### src/rtl/apb_master_arbiter.sv
// Round-robin arbiter sharing one APB master port between REQ_COUNT requesters.
// Captures the winning request, runs SETUP/ACCESS, returns the response to the
// owner, and aborts a hung ACCESS phase after TIMEOUT_CYCLES cycles.
module apb_master_arbiter #(
   parameter int unsigned REQ_COUNT      = 4,
   parameter int unsigned APB_ADDR_WIDTH = 32,
   parameter int unsigned APB_DATA_WIDTH = 32,
   parameter int unsigned TIMEOUT_CYCLES = 256
) (
   input  logic                      pclk_i,
   input  logic                      presetn_i,
   input  logic [REQ_COUNT-1:0]      req_i,
   input  logic [APB_ADDR_WIDTH-1:0] req_addr_i  [REQ_COUNT],
   input  logic [REQ_COUNT-1:0]      req_write_i,
   input  logic [APB_DATA_WIDTH-1:0] req_wdata_i [REQ_COUNT],
   output logic [REQ_COUNT-1:0]      req_gnt_o,
   output logic [REQ_COUNT-1:0]      rsp_valid_o,
   output logic [APB_DATA_WIDTH-1:0] rsp_rdata_o,
   output logic                      rsp_slverr_o,
   output logic                      psel_o,
   output logic                      penable_o,
   output logic                      pwrite_o,
   output logic [APB_ADDR_WIDTH-1:0] paddr_o,
   output logic [APB_DATA_WIDTH-1:0] pwdata_o,
   input  logic [APB_DATA_WIDTH-1:0] prdata_i,
   input  logic                      pready_i,
   input  logic                      pslverr_i
);

   localparam int unsigned PW = $clog2(REQ_COUNT);
   // A disabled timeout still needs a 1-bit counter to keep the code legal.
   localparam int unsigned CW = (TIMEOUT_CYCLES == 0) ? 1 : $clog2(TIMEOUT_CYCLES + 1);
   localparam logic [CW-1:0] TLAST = (TIMEOUT_CYCLES == 0) ? '0 : CW'(TIMEOUT_CYCLES - 1);

   typedef enum logic [1:0] {IDLE, SETUP, ACCESS, DONE} state_e;

   state_e                    state_q, state_d;
   logic [PW-1:0]             rr_ptr_q, rr_ptr_d;
   logic [PW-1:0]             owner_q, owner_d;
   logic [APB_ADDR_WIDTH-1:0] addr_q, addr_d;
   logic                      write_q, write_d;
   logic [APB_DATA_WIDTH-1:0] wdata_q, wdata_d;
   logic [APB_DATA_WIDTH-1:0] rdata_q, rdata_d;
   logic                      slverr_q, slverr_d;
   logic [CW-1:0]             tcnt_q, tcnt_d;

   logic                      found;
   logic [PW-1:0]             win;
   logic [PW-1:0]             win_next;

   // Round-robin search starting at rr_ptr, ascending with wrap.
   always_comb begin
      int unsigned idx;
      int unsigned nxt;
      found = 1'b0;
      win   = '0;
      idx   = 0;
      for (int unsigned i = 0; i < REQ_COUNT; i++) begin
         idx = (32'(rr_ptr_q) + i) % REQ_COUNT;
         if (!found && req_i[PW'(idx)]) begin
            found = 1'b1;
            win   = PW'(idx);
         end
      end
      nxt      = (32'(win) + 1) % REQ_COUNT;
      win_next = PW'(nxt);
   end

   // Transfer sequencer: next state, captures, grant and timeout counter.
   always_comb begin
      state_d   = state_q;
      rr_ptr_d  = rr_ptr_q;
      owner_d   = owner_q;
      addr_d    = addr_q;
      write_d   = write_q;
      wdata_d   = wdata_q;
      rdata_d   = rdata_q;
      slverr_d  = slverr_q;
      tcnt_d    = tcnt_q;
      req_gnt_o = '0;
      case (state_q)
         IDLE: begin
            // Grant is masked while reset is held so no output toggles during reset.
            if (found && presetn_i) begin
               req_gnt_o[win] = 1'b1;
               owner_d        = win;
               addr_d         = req_addr_i[win];
               write_d        = req_write_i[win];
               wdata_d        = req_wdata_i[win];
               rr_ptr_d       = win_next;
               state_d        = SETUP;
            end
         end
         SETUP: begin
            tcnt_d  = '0;
            state_d = ACCESS;
         end
         ACCESS: begin
            if (pready_i) begin
               rdata_d  = write_q ? '0 : prdata_i;
               slverr_d = pslverr_i;
               state_d  = DONE;
            end else if (TIMEOUT_CYCLES != 0 && tcnt_q == TLAST) begin
               rdata_d  = '0;
               slverr_d = 1'b1;
               state_d  = DONE;
            end else begin
               tcnt_d = tcnt_q + CW'(1);
            end
         end
         DONE: state_d = IDLE;
         default: state_d = IDLE;
      endcase
   end

   // State and captured-field registers.
   always_ff @(posedge pclk_i or negedge presetn_i) begin
      if (!presetn_i) begin
         state_q  <= IDLE;
         rr_ptr_q <= '0;
         owner_q  <= '0;
         addr_q   <= '0;
         write_q  <= 1'b0;
         wdata_q  <= '0;
         rdata_q  <= '0;
         slverr_q <= 1'b0;
         tcnt_q   <= '0;
      end else begin
         state_q  <= state_d;
         rr_ptr_q <= rr_ptr_d;
         owner_q  <= owner_d;
         addr_q   <= addr_d;
         write_q  <= write_d;
         wdata_q  <= wdata_d;
         rdata_q  <= rdata_d;
         slverr_q <= slverr_d;
         tcnt_q   <= tcnt_d;
      end
   end

   // APB and response outputs decoded from state and captured registers.
   always_comb begin
      psel_o       = (state_q == SETUP) || (state_q == ACCESS);
      penable_o    = (state_q == ACCESS);
      pwrite_o     = write_q;
      paddr_o      = addr_q;
      pwdata_o     = wdata_q;
      rsp_valid_o  = '0;
      rsp_rdata_o  = '0;
      rsp_slverr_o = 1'b0;
      if (state_q == DONE) begin
         rsp_valid_o[owner_q] = 1'b1;
         rsp_rdata_o          = rdata_q;
         rsp_slverr_o         = slverr_q;
      end
   end

endmodule

### config.mk
export PLATFORM = sky130hd
export DESIGN_NAME = apb_master_arbiter
export DESIGN_NICKNAME = d
export VERILOG_FILES = /design/src/rtl/apb_master_arbiter.sv
export SDC_FILE = /design/constraint.sdc
export NUM_CORES = 1
export LEC_CHECK = 0
export ABC_CLOCK_PERIOD_IN_PS = 6000
export BUFFER_PORTS_ARGS = -buffer_cell sky130_fd_sc_hd__buf_2
export CAP_MARGIN = 0
export CORE_MARGIN = 2
export CORE_UTILIZATION = 29
export DETAILED_ROUTE_END_ITERATION = 12
export PLACE_DENSITY_LB_ADDON = 0.12
export SETUP_SLACK_MARGIN = 0.02
export SYNTH_ARGS = -nofsm -noshare
export SYNTH_HDL_FRONTEND = slang
export SYNTH_SLANG_ARGS = --single-unit
### constraint.sdc
create_clock -name pclk_i -period 6 [get_ports pclk_i]
set_input_delay 0.6 -clock pclk_i [delete_from_list [all_inputs] [get_ports pclk_i]]
set_output_delay 0.6 -clock pclk_i [all_outputs]
set_load 0.005 [all_outputs]
==> summary.md, run 1 <==
| Metric | Value |
|---|---|
| Routed wire length | roughly 26 mm |
| Num CTS Buffers | 17 |
| CP endpoint kind | output pin |
| Seq/Total Area, Yosys | 40.0% |
| Hold Vio Cnt, Final | 0 |
| Clock period minus worst slack | roughly 3200 ps |
| Die X | 160 um |
| Row count | 57 |
| Dpl cells | 1400 |
| Final Skew | 12.9 ps |
| Clock transition at path regs | 50 ps |
| Initial antenna violation count | 3 |
| Clock Latency Late Sink | 410 ps |
| Syn nets | a little over 1k |
| Yosys Warn Count | 0 |
| Largest net degree at the start of global routing | 76 |
| Full die area | between 20000 and 30000 um^2 |
| Vias in the first global route | between 6k and 7k |
| Pwr per Cell Area | between 400 and 500 nW/um^2 |
| Total power draw | 4.18 mW |
| # IOs | between 400 and 500 |
| Final Wtd Congestion | between 0.8 and 0.9 |
| Setup Buffers After CTS | 0 |
| Hold Buf Count CTS | 0 |
| Worst EP required | about 5400 ps |
| DP Area | slightly above 9000 um^2 |
| Finished Layout Cells | 1435 |
| Starting Density | 29.3% |
| # H-tree levels | 4 |
| Hold WS | 263 ps |
| TritonCTS clock tree | built |
| Nets | around 1.4k |
| Routed Antenna Nets | 0 |
| Register-to-Register Path Depth | 6 |
| Final Util | between 40% and 50% |
| GRT Overall Usage | between 20% and 30% |
| Leakage Power | just under 5 nW |
| Final worst slack | approximately 2800 ps |
| Hold Crit Class | primary input to asynchronous set/reset pin |
| CTS Root Cell | clkbuf_16 |
| RSZ-0062 raised after global routing | no |
| Port bufs | roughly 400 |
| Ys async rst share | 100% |
| Synthesis-stage register bit count | 113 |
| Reg area | roughly 2800 um^2 |
| Wirelength per Cell | ~18 um |
| Core area | around 24000 um^2 |
| Yosys top cell by area | dfrtp_1 |
| Max-slew violation count | 0 |
| Number of synthesized flops with an enable pin | 0 |
| Buffer depth of the longest clock path | 2 |
| Mean Syn Cell Area | between 9 and 10 um^2 |
| Multi-input logic area | just under 4000 um^2 |
| Worst Setup SP | presetn_i |
| Clk sink count | ~110 |
| Worst setup SP type | primary input |
| Worst Tran Pin Value | between 1000 and 1500 ps |
| Worst-path fanout max | just under 70 |
| Share of Yosys cell area claimed by the top area cell type | 40.0% |
| Outcome | finished clean |
| Via density | around 4.8 |
| Die H | between 150 and 200 um |
| Fraction of layout cells with a size suffix above 1 | approximately 47% |
| Reg-to-reg critical path startpoint | rr_ptr_q[1] |
| Fill cells | 2517 |
| Ys flop type | dfrtp_1 |
| Initial drt markers | around 400 |
| Max Clock Freq | slightly above 0.3 GHz |
| Worst EP arrival | approximately 2600 ps |
| Detailed Place HPWL | 18.7 mm |
| Post-layout instance area | approximately 9900 um^2 |
| Syn Std Cell Area | ~7100 um^2 |
| Grt total ovfl | 0 |
| Max VDD drop | ~0.17 mV |
| Cells after Synth | a little over 700 |
| Drt drc | 0 |
| First-pass GRT wire length | ~40 mm |
| Number of library cell types mapped by synthesis | 40 |
| CTS resizes | 0 |
| Area Growth Syn to Fin | 40.2% |
| Critical path type | primary input to output pin |
| Final period utilization | 53.9% |
| Final setup fails | 0 |
| Pre-Repair DR Iteration Count | 4 |
| Worst slew margin | between 20% and 30% |
| Vias | between 6k and 7k |
| Worst slack at placement | between 2000 and 2500 ps |
| Synth top area cells | dfrtp_1, mux2i_1, and2_1 |
| Max-Cap Viols | 0 |
| TNS Setup | 0 ps |
-- final timing paths --
check,to,slack (ps)
hold / removal,rdata_q[14],260
setup reg to reg,pwdata_o[21],3120
setup / recovery,req_gnt_o[3],2770
min in group pclk_i,slverr_q,410
max in group asynchronous,paddr_o[11],4410
hold reg to reg,rdata_q[8],460
-- cells in the mapped netlist, types with 2 or more instances --
master / instances
a21oi_1: 4
ha_1: 5
nor3_1: 3
mux2i_1: 65
a211oi_1: 35
buf_2: 22
o22a_1: 3
a221oi_1: 35
a211oi_2: 30
and2_1: 100
o21a_1: 2
o21ai_0: 7
buf_4: 3
clkbuf_1: 31
nand3_1: 39
nand4_1: 2
buf_12: 4
buf_1: 4
o21ai_1: 2
xnor2_1: 2
nor3b_1: 2
xor2_1: 2
buf_6: 2
nor2_1: 76
and3_1: 5
inv_1: 6
nand2_1: 79
mux2_2: 2
dfrtp_1: 113
a221oi_2: 30
nor2b_1: 2
-- power by group --
group | internal, mW | switching [mW]
registers | 1.10 | 0.195
logic | 0.709 | 1.03
clock network | 0.767 | 0.374
-- routing by layer --
layer  vias up  GRT usage, %  part of all wire (%)
li1       3371             -                     -
met1      3288          25.1                    42
met2       263          33.9                    49
met3        20          5.71                   7.3
met4         0          5.32                   1.5
met5         -             0                     0
-- sequential cells by signal, indices dropped and copies added, names as in the netlist --
name      count
rdata_q      32
pwrite_o      1
owner_q       2
tcnt_q        9
paddr_o      32
rr_ptr_q      2
slverr_q      1
pwdata_o     32
state_q       2
-- logic make-up (layout without fill, tap and decap cells) --
logic type               Yosys count  in the layout  synth area share [%]
flip-flops                       113            113                  40.0
other                              0              4                     0
adder cells (fa/ha/maj)            5              5                 0.884
AO/OA/AOI/OAI                    153            153                  22.1
multiplexers                      67             67                  9.52
buffers and inverters             72            453                  5.50
XOR/XNOR                           4              4                 0.495
AND/OR/NAND/NOR                  312            312                  21.5
-- area by class of cell --
cell class / instances / share of cell area, %
inverters: 6 / 0.227
well taps: 324 / 4.09
multi-input cells: 541 / 39.2
flip-flops and latches: 113 / 28.5
clock inverters: 10 / 1.83
diodes: 4 / 0.101
clock buffers: 21 / 4.75
repair buffers: 416 / 21.3
-- critical path, stage by stage --
cell and delay (ps):
buf_4 590, and3_2 370, buf_4 620, and3_1 250, buf_2 110
-- cell usage in the layout, fill, tap and decap left out, drive strengths merged, types with 2 or more instances in the layout --
master,instances
a221oi,65
nor3,3
and2,100
o21ai,9
ha,5
nor2,76
mux2i,65
nand2,79
xnor2,2
xor2,2
clkinv,4
mux2,2
clkbuf,21
buf,416
diode,4
bufinv,5
a21oi,4
nand4,2
o22a,3
a211oi,65
nand3,40
inv,6
o21a,2
dfrtp,113
nor2b,2
nor3b,2
and3,5
(Power assumes the default switching activity.)
==> inputs of run 2 (changes only) <==
Settings changed: ABC_CLOCK_PERIOD_IN_PS 6000 to 2900.
Clock period 6 ns to 2.9 ns, I/O delays scaled along.
==> run 2 against run 1 <==
Net effect: critical path depth unchanged; wire length up 2.2%; final cell count up 1.2%; via count up 2.1%; flip-flop and latch count unchanged; clock power up 91%.
==> summary.md, run 2 (same netlist as run 1, synthesis figures left out) <==
| Metric | Value |
|---|---|
| Outcome | finished clean |
| CP max-delay cell | o221ai_4 |
| Hold Vio Cnt, Final | 0 (unchanged) |
| Vias | 7091 (+2.1%) |
| Port bufs | 407 (unchanged) |
| Max-slew violation count | 0 (unchanged) |
| Die X | 160 um (unchanged) |
| Routed wire length | 26.6 mm (+2.2%) |
| Most frequent cells in the layout | buf_2, dfrtp_1, and2_1 |
| Num CTS Buffers | 17 (unchanged) |
| Final Skew | 8.65 ps (-4.26 ps) |
| Fraction of layout cells with a size suffix above 1 | 47.2% (+0.62 points) |
| Pre-Repair DR Iteration Count | 5 (+1) |
| Buffer depth of the longest clock path | 2 (unchanged) |
| First-pass GRT wire length | 41.0 mm (+2.5%) |
| Buf/Inv on CP | 1 (-2) |
| Drt drc | 0 (unchanged) |
| Worst-path fanout max | 31 (-54%) |
| Detailed Place HPWL | 19.5 mm (+3.9%) |
| Hold Crit Class | primary input to asynchronous set/reset pin |
| Clock transition at path regs | 50 ps (about the same) |
| # IOs | 408 (unchanged) |
| TNS Setup | 0 ps (unchanged) |
| Initial drt markers | 313 (-21%) |
| Clock Latency Late Sink | 410 ps (about the same) |
| Worst setup SP type | flip-flop |
| Hold Buf Count CTS | 0 (unchanged) |
| Max-Cap Viols | 0 (unchanged) |
| Vias in the first global route | 7197 (+4.0%) |
| CTS Root Cell | clkbuf_16 |
| Area Growth Syn to Fin | 42.3% |
| Crit path max-delay family | compound AO/OA/AOI/OAI gates |
| CTS resizes | 0 (unchanged) |
| Clock period minus worst slack | 2640 ps |
| # H-tree levels | 4 (unchanged) |
| Via density | 4.88 (+0.95%) |
| Routed Antenna Nets | 0 (unchanged) |
| Grt total ovfl | 0 (unchanged) |
| Most common cell after layout, fill and taps aside | buf_2 |
| RSZ-0062 raised after global routing | no |
| CP endpoint kind | output pin |
| Initial antenna violation count | 6 (+3) |
| Setup Buffers After CTS | 0 (unchanged) |
| Full die area | 25700 um^2 (unchanged) |
| Final period utilization | 91.0% |
| Max VDD drop | 0.371 mV (+120%) |
| Leakage Power | 5.06 nW (+1.7%) |
| Worst slew margin | 20.3% (-3.7 points) |
| Total power draw | 8.66 mW (+110%) |
| Final setup fails | 0 (unchanged) |
| TritonCTS clock tree | built |
| Max Clock Freq | ~0.38 GHz |
| Worst EP arrival | 2350 ps (-280 ps) |
| Nets | 1415 (+1.1%) |
| Critical path type | flip-flop to output pin |
| Core area | 24100 um^2 (unchanged) |
| GRT Overall Usage | 20.5% (+0.45 points) |
| Final Wtd Congestion | 0.808 (+0.62%) |
| Hold WS | 81.5 ps (-182 ps) |
| Starting Density | 29.3% (unchanged) |
| Pwr per Cell Area | 860 nW/um^2 (+100%) |
| Worst Tran Pin Value | 1200 ps (+56.0 ps) |
| Worst stage delay on the critical path | 900 ps (+280 ps) |
| CP cell instances | a21oi_1, o21a_1, o221ai_4, nor2_1, buf_2 |
| Row count | 57 (unchanged) |
| Worst EP required | 2610 ps (-2790 ps) |
| Largest net degree at the start of global routing | 69 (-9.2%) |
| Die H | 160 um (unchanged) |
| Clk sink count | 113 (unchanged) |
| Wirelength per Cell | 18.3 um (+1.0%) |
## run 2: cell types whose count changed in the layout (fill, tap and decap cells not counted), sizes merged
| cell | change |
|---|---|
| buf | +15 |
| bufinv | -2 |
| clkbuf | +1 |
| diode | +2 |
| inv | +1 |
## run 2: stage by stage
| stage | std cells | utilization, % | setup WS (ps) | cell area, um^2 |
|---|---|---|---|---|
| 2_1_floorplan | 726 | - | 896 | 7070 |
| 3_3_place_gp | 1415 | 39.2 | 566 | 9440 |
| 3_5_place_dp | 1415 | 39.2 | 493 | 9440 |
| 4_1_cts | 1446 | 41.7 | 176 | 10000 |
| 5_1_grt | 1451 | 41.7 | 78.7 | 10100 |
| 6_report | 1452 | 41.7 | 261 | 10100 |
## run 2: power by group
part | internal, mW | total (mW) | switching [mW]
registers | 2.28 | 2.70 | 0.412
clock network | 1.42 | 2.18 | 0.763
logic | 1.59 | 3.78 | 2.20
## run 2: worst reg2reg max path: stages (launching register included)
cell,delay (ps)
dfrtp_1,490
a21oi_1,100
o21a_1,220
o221ai_4,900
buf_12,280
a221oi_1,70
a211oi_1,240
## run 2: final cells by class
| type | count | area (um^2) |
|---|---|---|
| fillers | 2518 | 14000 |
| multi-input cells | 541 | 3880 |
| flip-flops and latches | 113 | 2830 |
| repair buffers | 431 | 2310 |
| clock buffers | 22 | 474 |
| well taps | 324 | 405 |
| clock inverters | 9 | 130 |
| inverters | 6 | 22.5 |
| diodes | 6 | 15.0 |
## run 2: final timing paths
check                             from      endpoint  slack, ps  depth (start not counted)
hold reg to reg             rdata_q[8]    rdata_q[8]        460                          2
hold / removal               presetn_i    state_q[1]         80                          2
setup reg to reg           rr_ptr_q[1]  pwdata_o[17]        500                          6
setup / recovery           rr_ptr_q[1]  req_gnt_o[2]        260                          5
max in group asynchronous    presetn_i   pwdata_o[1]       1520                          3
min in group pclk_i          pslverr_i      slverr_q        100                          2
## run 2: per-layer routing
| layer | track usage [%] | vias up | part of all wire, % |
|---|---|---|---|
| met5 | 0 | - | 0 |
| met4 | 7.94 | 0 | 2.8 |
| met3 | 5.01 | 42 | 6.5 |
| met2 | 34.1 | 287 | 47 |
| met1 | 25.6 | 3361 | 43 |
| li1 | - | 3401 | - |
==> inputs of run 3 (changes only) <==
Settings changed: BUFFER_PORTS_ARGS -buffer_cell sky130_fd_sc_hd__buf_2 to not set, DONT_BUFFER_PORTS set to 1.
==> run 3 against run 2 <==
Net effect: the run now ends with hold timing left; design area is 19% lower; clock power about the same; hold slack worse by 510 ps; clock-buffer cell count down 2; fmax up 3.1%; utilization down 7.8 points; global-route usage fell by 2.3 points; largest cell class unchanged.
==> summary.md, run 3 (same netlist as run 1, synthesis figures left out) <==
| Metric | Value |
|---|---|
| Vias in the first global route | 5920 (-18%) |
| Leakage Power | 3.46 nW (-32%) |
| Buf/Inv on CP | 2 (+1) |
| Clock period minus worst slack | 2560 ps (-80.0 ps) |
| Clock transition at path regs | 60 ps (about the same) |
| Setup Buffers After CTS | 0 (unchanged) |
| Post-layout instance area | 8180 um^2 (-19%) |
| Final period utilization | 88.3% (-2.8 points) |
| Hold Crit Class | primary input to asynchronous set/reset pin |
| Die X | 160 um (unchanged) |
| Wirelength per Cell | 22.3 um (+22%) |
| Clock Latency Late Sink | 410 ps (about the same) |
| Largest net degree at the start of global routing | 117 (+70%) |
| Finished Layout Cells | 1060 (-27%) |
| CTS resizes | 0 (unchanged) |
| Outcome | finished with violations |
| Routed Antenna Nets | 0 (unchanged) |
| Row count | 57 (unchanged) |
| Final Util | 33.9% (-7.8 points) |
| Pwr per Cell Area | 961 nW/um^2 (+12%) |
| Clk sink count | 113 (unchanged) |
| Max Clock Freq | 0.391 GHz (+3.1%) |
| Num CTS Buffers | 17 (unchanged) |
| Hold Buf Count CTS | 27 (+27) |
| Max-slew violation count | 0 (unchanged) |
| Most frequent cells in the layout | dfrtp_1, and2_1, nand2_1 |
| Routed wire length | 23.7 mm (-11%) |
| Hold Vio Cnt, Final | 113 (+113) |
| Hold WS | -425 ps (-507 ps) |
| CP max-delay cell | buf_4 |
| Port bufs | 0 (-100%) |
| Dpl cells | 999 (-29%) |
| Starting Density | 29.3% (unchanged) |
| CP endpoint kind | output pin |
| Final Skew | 10.4 ps (+1.71 ps) |
| Detailed Place HPWL | 16.9 mm (-13%) |
| First-pass GRT wire length | 36.2 mm (-12%) |
| Most common cell after layout, fill and taps aside | dfrtp_1 |
| Worst EP arrival | 2270 ps (-80 ps) |
| Initial drt markers | 278 (-11%) |
| Fill cells | 2509 (-0.36%) |
| Worst stage delay on the critical path | 610 ps (-290 ps) |
| Crit path max-delay family | buffers and inverters |
| Worst setup SP type | flip-flop |
| Nets | 1026 (-27%) |
| Max-Cap Viols | 0 (unchanged) |
| Violations in the final reports | hold timing |
| Final setup fails | 0 (unchanged) |
| Pre-Repair DR Iteration Count | 4 (-1) |
| Vias | 5681 (-20%) |
| TritonCTS clock tree | built |
| Core area | 24100 um^2 (unchanged) |
| Worst-path fanout max | 68 (+120%) |
| Full die area | 25700 um^2 (unchanged) |
| Max VDD drop | 0.410 mV (+11%) |
| RSZ-0062 raised after global routing | no |
| CP cell instances | inv_1, ha_1, and3_2, buf_4, and3_1 |
| Register-to-Register Path Depth | 6 (unchanged) |
| Buffer depth of the longest clock path | 2 (unchanged) |
| Worst EP required | 2610 ps (about the same) |
| Grt total ovfl | 0 (unchanged) |
| Worst Tran Pin Value | 974 ps (-221 ps) |
| Drt drc | 0 (unchanged) |
| Worst Setup SP | state_q[0] |
| Area Growth Syn to Fin | 15.7% |
| Initial antenna violation count | 1 (-5) |
| Reg-to-reg critical path startpoint | rr_ptr_q[1] |
| GRT Overall Usage | 18.2% (-2.3 points) |
| TNS Setup | 0 ps (unchanged) |
| Fraction of layout cells with a size suffix above 1 | 15.7% (-32 points) |
| WP depth | 5 (unchanged) |
| Worst slew margin | 35.0% (+15 points) |
| Critical path type | flip-flop to output pin |
| Via density | 5.36 (+9.7%) |
| Die H | 160 um (unchanged) |
| # H-tree levels | 4 (unchanged) |
| Reg2reg setup slack | 710 ps (+210 ps) |
| CTS Root Cell | clkbuf_16 |
| Final Wtd Congestion | 0.842 (+4.2%) |
| DP Area | 7300 um^2 (-23%) |
| # IOs | 408 (unchanged) |
-- run 3: changes by cell type in the layout (fill, tap and decap cells not counted), sizes merged --
cell,previous run,this run
dlygate4sd3,0,27
diode,6,2
clkinv,4,6
clkinvlp,1,2
buf,431,15
clkbuf,22,20
-- run 3: final timing paths --
| path | endpoint |
|---|---|
| setup / recovery | req_gnt_o[3] |
| hold / removal | rdata_q[20] |
| setup reg to reg | pwdata_o[31] |
| hold reg to reg | rdata_q[23] |
| max in group asynchronous | paddr_o[12] |
| min in group pclk_i | rdata_q[17] |
-- run 3: worst register-to-register path: cells and delay by family, from the launching register on --
kind | cells | cell delay (ps)
simple gates | 2 | 540
flops | 1 | 500
compound gates | 2 | 410
mux | 1 | 370
buf+inv | 1 | 280
-- run 3: cell type report --
type	instances	area, um^2	share of cell area, %
repair buffers	42	433	5.29
flip-flops and latches	113	2830	34.6
inverters	6	22.5	0.275
clock buffers	20	447	5.46
diodes	2	5.00	0.0612
multi-input cells	541	3880	47.4
well taps	324	405	4.96
clock inverters	12	159	1.94
-- run 3: power by group --
part           leakage (nW)  switching [mW]  internal [mW]  total (mW)
Combinational          1.81            1.74           1.07        2.80
Sequential             1.36           0.615           2.29        2.90
Clock                 0.291           0.780           1.38        2.16
-- run 3: metal layers --
metal	GRT usage [%]	vias to the layer above	share of wire, %
met4	4.67	0	1.2
met3	5.38	16	7.6
met5	0	-	0
li1	-	2624	-
met2	31.3	261	50
met1	22.3	2780	41
-- run 3: through the flow --
step	setup slack (ps)	power, mW
5_1_grt	182	8.45
2_1_floorplan	896	4.96
4_1_cts	227	8.02
3_5_place_dp	691	5.77
6_report	340	7.86
3_3_place_gp	749	5.69
